$ cat src/rtl/pwm_meas_pkg.sv
// pwm_meas_pkg: shared constants, FSM encoding and divider latency for pwm_meas
package pwm_meas_pkg;
  localparam int DEF_DUTY_W = 7;
  localparam int PCT = 100;
  localparam int PCT_W = 7;
  typedef enum logic [1:0] {
    WAIT_FIRST,
    MEAS,
    STUCK
  } state_e;
  function automatic int div_lat(input int cnt_w);
    return cnt_w + PCT_W;
  endfunction
endpackage

$ cat src/rtl/pwm_meas_div.sv
// pwm_meas_div: unsigned restoring divider, one quotient bit per cycle, low QW quotient bits kept
module pwm_meas_div #(
  parameter int NW = 33,
  parameter int DW = 26,
  parameter int QW = NW
) (
  input  logic          clk,
  input  logic          rst,
  input  logic          start,
  input  logic [NW-1:0] num,
  input  logic [DW-1:0] den,
  output logic          busy,
  output logic          done,
  output logic [QW-1:0] quot
);
  localparam int CW = $clog2(NW + 1);
  logic [NW-1:0] num_q, num_d, num_s;
  logic [DW-1:0] den_q, den_d, rem_q, rem_d, rem_s;
  logic [QW-1:0] quot_q, quot_d, quot_s;
  logic [CW-1:0] cnt_q, cnt_d;
  logic [DW:0]   trial;
  logic          done_q, done_d, go, step, ge;
  assign busy = cnt_q != '0;
  assign done = done_q;
  assign quot = quot_q;
  assign go   = start & ~busy;
  assign step = go | busy;
  // the start cycle already performs the first iteration, so NW edges finish the quotient
  always_comb begin
    num_s  = go ? num : num_q;
    den_d  = go ? den : den_q;
    rem_s  = go ? '0 : rem_q;
    quot_s = go ? '0 : quot_q;
    trial  = {rem_s, num_s[NW-1]};
    ge     = trial >= {1'b0, den_d};
    num_d  = step ? num_s << 1 : num_q;
    rem_d  = !step ? rem_q : ge ? DW'(trial - {1'b0, den_d}) : DW'(trial);
    quot_d = step ? QW'({quot_s, ge}) : quot_q;
    cnt_d  = go ? CW'(NW - 1) : busy ? cnt_q - 1'b1 : cnt_q;
    done_d = busy && cnt_q == CW'(1);
  end
  // iteration registers
  always_ff @(posedge clk) begin
    if (rst) begin
      num_q  <= '0;
      den_q  <= '0;
      rem_q  <= '0;
      quot_q <= '0;
      cnt_q  <= '0;
      done_q <= 1'b0;
    end else begin
      num_q  <= num_d;
      den_q  <= den_d;
      rem_q  <= rem_d;
      quot_q <= quot_d;
      cnt_q  <= cnt_d;
      done_q <= done_d;
    end
  end
endmodule

$ cat src/rtl/pwm_meas.sv
// pwm_meas: measures period, high time and duty percent of an asynchronous PWM input
module pwm_meas
  import pwm_meas_pkg::*;
#(
  parameter int               CNT_W   = 26,
  parameter logic [CNT_W-1:0] TIMEOUT = CNT_W'(50_000_000),
  parameter int               DUTY_W  = DEF_DUTY_W
) (
  input  logic              sys_clk,
  input  logic              rst,
  input  logic              pwm_in,
  output logic [CNT_W-1:0]  period,
  output logic [CNT_W-1:0]  high_time,
  output logic [DUTY_W-1:0] duty,
  output logic              valid,
  output logic              stuck,
  output logic              ovr
);
  localparam int NW = div_lat(CNT_W);
  state_e state_q, state_d;
  logic s1_q, s2_q, prev_q, rise;
  logic [CNT_W-1:0] per_q, per_d, hi_q, hi_d, p_q, p_d, h_q, h_d;
  logic [CNT_W-1:0] period_q, period_d, high_q, high_d;
  logic [DUTY_W-1:0] duty_q, duty_d, quot;
  logic valid_q, valid_d, stuck_q, stuck_d, ovr_q, ovr_d;
  logic div_start, div_busy, div_done;
  assign rise      = s2_q & ~prev_q;
  assign period    = period_q;
  assign high_time = high_q;
  assign duty      = duty_q;
  assign valid     = valid_q;
  assign stuck     = stuck_q;
  assign ovr       = ovr_q;
  pwm_meas_div #(
    .NW(NW),
    .DW(CNT_W),
    .QW(DUTY_W)
  ) u_div (
    .clk  (sys_clk),
    .rst  (rst),
    .start(div_start),
    .num  (NW'(hi_q) * NW'(PCT)),
    .den  (per_q),
    .busy (div_busy),
    .done (div_done),
    .quot (quot)
  );
  // next state: rise beats timeout, timeout beats a finishing divide
  always_comb begin
    state_d   = state_q;
    per_d     = per_q;
    hi_d      = hi_q;
    p_d       = p_q;
    h_d       = h_q;
    period_d  = period_q;
    high_d    = high_q;
    duty_d    = duty_q;
    valid_d   = 1'b0;
    ovr_d     = 1'b0;
    stuck_d   = stuck_q;
    div_start = 1'b0;
    if (state_q == MEAS) begin
      per_d = &per_q ? per_q : per_q + 1'b1;
      hi_d  = (s2_q && !(&hi_q)) ? hi_q + 1'b1 : hi_q;
    end
    if (div_done) begin
      period_d = p_q;
      high_d   = h_q;
      duty_d   = quot;
      valid_d  = 1'b1;
    end
    if (rise) begin
      per_d   = CNT_W'(1);
      hi_d    = CNT_W'(1);
      state_d = MEAS;
      stuck_d = 1'b0;
      if (state_q == MEAS) begin
        ovr_d     = div_busy;
        div_start = !div_busy;
        p_d       = div_busy ? p_q : per_q;
        h_d       = div_busy ? h_q : hi_q;
      end
    end else if (state_q == MEAS && per_q == TIMEOUT) begin
      state_d  = STUCK;
      period_d = '0;
      high_d   = '0;
      duty_d   = s2_q ? DUTY_W'(PCT) : '0;
      stuck_d  = 1'b1;
      valid_d  = 1'b1;
    end
  end
  // synchronizer, FSM, counters and registered outputs
  always_ff @(posedge sys_clk) begin
    if (rst) begin
      s1_q     <= 1'b0;
      s2_q     <= 1'b0;
      prev_q   <= 1'b0;
      state_q  <= WAIT_FIRST;
      per_q    <= '0;
      hi_q     <= '0;
      p_q      <= '0;
      h_q      <= '0;
      period_q <= '0;
      high_q   <= '0;
      duty_q   <= '0;
      valid_q  <= 1'b0;
      stuck_q  <= 1'b0;
      ovr_q    <= 1'b0;
    end else begin
      s1_q     <= pwm_in;
      s2_q     <= s1_q;
      prev_q   <= s2_q;
      state_q  <= state_d;
      per_q    <= per_d;
      hi_q     <= hi_d;
      p_q      <= p_d;
      h_q      <= h_d;
      period_q <= period_d;
      high_q   <= high_d;
      duty_q   <= duty_d;
      valid_q  <= valid_d;
      stuck_q  <= stuck_d;
      ovr_q    <= ovr_d;
    end
  end
endmodule
$ cat config.mk
export PLATFORM = sky130hd
export DESIGN_NAME = pwm_meas
export DESIGN_NICKNAME = d
export VERILOG_FILES = /design/src/rtl/pwm_meas_pkg.sv /design/src/rtl/pwm_meas_div.sv /design/src/rtl/pwm_meas.sv
export SDC_FILE = /design/constraint.sdc
export NUM_CORES = 1
export LEC_CHECK = 0
export CORE_MARGIN = 10
export CORE_UTILIZATION = 55
export CTS_CLUSTER_DIAMETER = 150
export DETAILED_ROUTE_END_ITERATION = 10
export PLACE_DENSITY_LB_ADDON = 0.08
export SLEW_MARGIN = 25
export SYNTH_ARGS = -nofsm -noshare
export SYNTH_HDL_FRONTEND = slang
export SYNTH_SLANG_ARGS = --single-unit
$ cat constraint.sdc
create_clock -name sys_clk -period 12 [get_ports sys_clk]
set_input_delay 2.4 -clock sys_clk [delete_from_list [all_inputs] [get_ports sys_clk]]
set_output_delay 2.4 -clock sys_clk [all_outputs]
set_load 0.05 [all_outputs]
# After elaboration in Yosys (flattened, before gate mapping)

Index checks and enable logic that the tools add are counted.

Register bits: 268
Output and inout port bits: 62
Input port bits: 3

Add/sub/neg operators: 4
Eq/ne operators: 4
Reduce and logical (&&, ||, !) cells: 20
Magnitude comparators: 1
Bitwise logic cells: 8
Multipliers: 1
Mux-type cells: 30

Operators by type and width:

| kind                                                                  | count |
|---|---|
| 26-bit 2-to-1 mux                                                     | 9 |
| 26-bit by 1-bit adder with 26-bit output, second input constant       | 2 |
| 26-bit AND reduction                                                  | 2 |
| 33-bit 2-to-1 mux                                                     | 1 |
| 26-bit by 5-bit multiplier with 31-bit output, second input constant  | 1 |
| 7-bit 2-to-1 mux                                                      | 4 |
| 27-bit by 26-bit >= comparator with 1-bit output                      | 1 |
| 26-bit equality test, second input constant                           | 1 |
| 26-bit subtractor                                                     | 1 |
| 6-bit 2-to-1 mux                                                      | 3 |
| 1-bit 2-to-1 mux                                                      | 13 |
| 2-bit AND reduction                                                   | 4 |
| 2-bit nonzero test                                                    | 4 |
| 6-bit by 1-bit equality test with 1-bit output, second input constant | 1 |
| 6-bit nonzero test                                                    | 1 |
| 6-bit by 1-bit subtractor with 6-bit output, second input constant    | 1 |
| 1-bit NOT                                                             | 5 |
| 2-bit OR reduction                                                    | 2 |
| 1-bit logical AND                                                     | 3 |
| 3-bit AND reduction                                                   | 1 |
| 3-bit OR reduction                                                    | 1 |
| 1-bit bitwise AND                                                     | 2 |
| 2-bit by 1-bit equality test with 1-bit output, second input constant | 1 |
| 1-bit zero test                                                       | 2 |
| other kinds (2)                                                       | 2 |

# Logic depth before layout (Yosys ltp)

Depth in word-level cells: 8
Mapped depth: 23

# Cells and area by module

A second synthesis with hierarchy kept.

Cell total of the unflattened synthesis: 1821
Area total of the unflattened synthesis: 15546.2 um^2

Modules (own cells, without submodules):

| module       | times used | area an instance (um^2) | sequential area each (um^2) | cells each |
|---|---|---|---|---|
| pwm_meas     | 1          | 9541.7                  | 3403.3                      | 1115 |
| pwm_meas_div | 1          | 6004.5                  | 1961.9                      | 706 |

# Worst setup path after synthesis

OpenSTA, ideal clock, no wires.

Path type: register -> register
Start: reg hi_q[5]
End: reg u_div.rem_q[22]
Data required time: 11870 ps
Path buffers: 0
Slack: 7106 ps
Arrival: 4764 ps
Cell stages (with the launch flop): 22
Cell sequence: dfxtp_1 ha_1 ha_1 inv_1 fa_1 inv_1 ha_1 a21o_1 a22o_1 o2111ai_1 o211a_1 nor4_1 nor3_1 ha_1 fa_1 nor2b_1 o31a_1 o21a_1 a2111oi_0 nor4bb_1 nor3_1 o22ai_1

Longest elaborated chain between the ends: 4

Ends and longest elaborated chain:

| what                                                                                  | line                                   | text |
|---|---|---|
| start, declared                                                                       | pwm_meas.sv:22                         | `logic [CNT_W-1:0] per_q, per_d, hi_q, hi_d, p_q, p_d, h_q, h_d;` |
| start signal, assigned                                                                | pwm_meas.sv:115                        | `hi_q <= hi_d;` |
| 26-bit by 5-bit multiplier with 31-bit output (*)                                     | pwm_meas.sv:42                         | `.num (NW'(hi_q) * NW'(PCT)),` |
| 33-bit 2-to-1 mux (*)                                                                 | pwm_meas_div.sv:30                     | `num_s = go ? num : num_q;` |
| 26-bit subtractor or 27-bit by 26-bit >= comparator with 1-bit output (tied branches) | pwm_meas_div.sv:37, pwm_meas_div.sv:35 |  |
| 26-bit 2-to-1 mux (*)                                                                 | pwm_meas_div.sv:37                     | `rem_d = !step ? rem_q : ge ? DW'(trial - {1'b0, den_d}) : DW'(trial);` |
| end signal, assigned                                                                  | pwm_meas_div.sv:54                     | `rem_q <= rem_d;` |
| end, declared                                                                         | pwm_meas_div.sv:18                     | `logic [DW-1:0] den_q, den_d, rem_q, rem_d, rem_s;` |

Mark *: on every way between the ends. The rest lies on a longest branch, timed or not.
A chain may end at the register's enable or synchronous reset.

# Final worst setup path

Start: reg hi_q[5]
End: reg u_div.rem_q[1]

Same word-level chain as after synthesis.

==> flow_metrics.tcl <==
set metrics [dict create \
    status "complete, no violations" \
    synth_top_area_share_pct 36.1 \
    ir_worst_vdd_mv 0.174 \
    tightest_slew_ns 1.05 \
    synth_xor_area_share_pct 4.87 \
    p_leak_nw 6.70 \
    yosysSeqAreaShare_pct 36.1 \
    cts_sinks 266 \
    placement_rows 59 \
    fin_crit_sh_pct 48.4 \
    drt-total-wl_microns 36000 \
    synth_edf_count 0 \
    finalSetupViolCount 0 \
    ys_warn_count 0 \
    hold_path.class "reg -> reg" \
    hold_viol 0 \
    dieArea_sq_mm 0.0337 \
    path_depth 20 \
    antenna_found_initial 0 \
    clk_path_buf_depth 3 \
    avgSynthCellArea_sq_um 8.35 \
    layout_commonest_cell "dfxtp_1" \
    critical_path.top_delay_family "compound AO/OA/AOI/OAI gates" \
    dp_hpwl_microns 25400 \
    tritoncts "done" \
    grt_usage_pct 20.9 \
    rsz0062_at_grt "no" \
    syn_area_sq_mm 0.0147 \
    hold_depth 2 \
    layout_common_cells "dfxtp_1, nand2_1, nor2_1, a21oi_1, inv_1" \
    yosys.area_share.simple_pct 19.6 \
    worst_path_most_repeated_cell "ha_1" \
    synth_area_leaders "dfxtp_1, ha_1, nand2_1, nor2_1, mux2i_1" \
    multi_input_area_sq_mm 0.00858 \
    setup_tns_ns 0 \
    core-area_sq_mm 0.0262 \
    area_growth_syn_to_layout_pct 11.8 \
    cts_inserted_buffers 28 \
    grt_overflow 0 \
    synth_fa_ha_area_share_pct 12.6 \
    htree_levels 1 \
    cpMaxStageDelayCell "o311a_1" \
    post-cts-setup-buffers 0 \
    synthCells 1764 \
    worst_ep_required_time_ns 12.46 \
    critPathKind "reg -> reg" \
    fin_nets 1918 \
    path_buf_inv 2 \
    via_count 12300 \
    skew_ns 0.00862 \
    synthMuxAreaShare_pct 4.88 \
    slew_headroom_pct 30.2 \
    rr_worst_depth 20 \
    antenna_left 0 \
    synth.ff_latch_count 266 \
    synth_compound_area_share_pct 16.2 \
    portBuffers 64 \
    path_cells "ha_1 -> ha_1 -> inv_1 -> fa_1 -> inv_1 -> ha_1 -> a21o_1 -> a22o_1 -> o2111ai_1 -> o211a_1 -> nor4_1 -> nor3_1 -> ha_1 -> nor2b_1 -> o31a_1 -> o21ai_2 -> o211a_4 -> o311a_1 -> mux2_4 -> a211oi_2" \
    chipHeight_microns 184 \
    ff_latch_area_sq_mm 0.00533 \
    cts_root_buffer "clkbuf_16" \
    insertion_delay_ns 0.54 \
    drt_iter0_drc 922 \
    postPlaceCellArea_sq_mm 0.0155 \
    ys.flop_type "dfxtp_1" \
    crit_arrival_ns 6.26 \
    critPathMaxStageDelay_ns 0.72 \
    yosysTopAreaCell "dfxtp_1" \
    min_period_ns 5.81 \
    drt-vias-per-instance 5.74 \
    die_x_microns 184 \
    crit_path_start_kind "flop" \
    antennaDiodeCount 0 \
    start_util_pct 56.2 \
    p_per_area_mw_per_mm2 179 \
    cts_hold_buf 0 \
    cts_resized 0 \
    clk_pin_slew_ns 0.06 \
    gp_congestion 0.918 \
    synth_top_family_by_area "simple AND/OR/NAND/NOR gates" \
    slew_violations 0 \
    synthArstFlopShare_pct 0 \
    avgRoutedWirePerCell_microns 16.8 \
    cp_max_fo 18 \
    synth_nets 1902 \
    design_area_sq_mm 0.0165 \
    synthDistinctLibCells 77 \
    grt_max_degree 94 \
    fmax_mhz 172 \
    post-route-drc-count 0 \
    drive_gt1_share_pct 4.77 \
    grt_pass1_vias 11700 \
    fill_cells 2366 \
    io_pins 65 \
    drv_cap 0 \
    grt_first_pass_wirelength_microns 59300 \
    drtPass1Iterations 5 \
    end_kind "flop" \
]
cell families (layout without fill, tap and decap cells):
kind of cell | count (synthesis) | after routing
flip-flops | 266 | 266
XOR/XNOR | 82 | 82
AND/OR/NAND/NOR | 632 | 632
adder cells (fa/ha/maj) | 135 | 135
buffers and inverters | 217 | 255
AO/OA/AOI/OAI | 361 | 361
multiplexers | 71 | 71
path summary, 6_finish.rpt:
path	end	slack [ns]	start
worst max-delay path	u_div.rem_q[1]	6.19	hi_q[5]
worst min register to register	p_q[19]	0.45	p_q[19]
worst max register to register	u_div.rem_q[1]	6.19	hi_q[5]
worst min-delay path	p_q[19]	0.45	p_q[19]
sequential cells by signal, summed over array words and instances (netlist names), 26 cells and up:
register and cells:
u_div.num_q 30, h_q 26, hi_q 26, high_time 26, p_q 26, per_q 26, period 26, u_div.den_q 26
u_div.rem_q 26
cell type report:
class,instances,area share (%)
multi-input combinational,1281,52.1
clock inverter,9,0.494
inverter,126,2.87
clock buffer,43,5.15
sequential,266,32.3
timing repair buffer,77,4.54
tap,335,2.54
metal layers:
layer | vias up | track usage (%) | wire (microns)
met5 | - | 0 | 0
met4 | 0 | 4.46 | 517
met3 | 47 | 2.96 | 2130
met2 | 309 | 32.7 | 15500
met1 | 5791 | 29.9 | 17800
li1 | 6123 | - | -
metrics by stage:
stage	hold slack (ns)	worst slack (ns)	utilization (%)	power (mW)	std cells
floorplan	0.414	7.11	-	1.88	1764
global placement	0.442	6.39	59.2	2.08	2084
detailed placement	0.447	6.26	59.3	2.09	2085
CTS	0.455	6.23	62.9	2.96	2137
global route	0.471	5.89	62.9	3.13	2137
finish	0.454	6.19	62.9	2.95	2137
power breakdown:
group	internal, mW	switching (mW)
clock network	0.507	0.353
logic	0.402	0.662
registers	0.968	0.0600
total	1.88	1.07
worst reg2reg max path, stage by stage (launching register included):
cell	delay (ns)
dfxtp_1	0.42
ha_1	0.28
ha_1	0.28
inv_1	0.05
fa_1	0.49
inv_1	0.04
ha_1	0.36
a21o_1	0.22
a22o_1	0.27
o2111ai_1	0.26
o211a_1	0.24
nor4_1	0.06
nor3_1	0.41
ha_1	0.28
nor2b_1	0.07
o31a_1	0.29
o21ai_2	0.19
o211a_4	0.23
o311a_1	0.72
mux2_4	0.36
a211oi_2	0.20
synthesized netlist by cell type (all sizes together), types with 5 or more instances:
| cell type | n |
|---|---|
| a211o | 6 |
| nand3b | 6 |
| a32oi | 10 |
| o22ai | 7 |
| buf | 21 |
| a21oi | 132 |
| and4 | 12 |
| nor3 | 26 |
| and2 | 28 |
| nor4 | 13 |
| mux2i | 67 |
| fa | 22 |
| nand4 | 19 |
| ha | 113 |
| and3 | 14 |
| a211oi | 17 |
| o31ai | 5 |
| o21ai | 46 |
| a21boi | 26 |
| clkbuf | 70 |
| xor2 | 41 |
| or3 | 8 |
| nor2b | 10 |
| nand2b | 7 |
| o21bai | 6 |
| a311oi | 18 |
| nor2 | 210 |
| inv | 126 |
| o21a | 12 |
| nand3 | 49 |
| nand2 | 217 |
| a31oi | 15 |
| a21o | 15 |
| o211ai | 10 |
| xnor2 | 41 |
| dfxtp | 266 |
No activity file was read; power rests on OpenSTA's default activity.
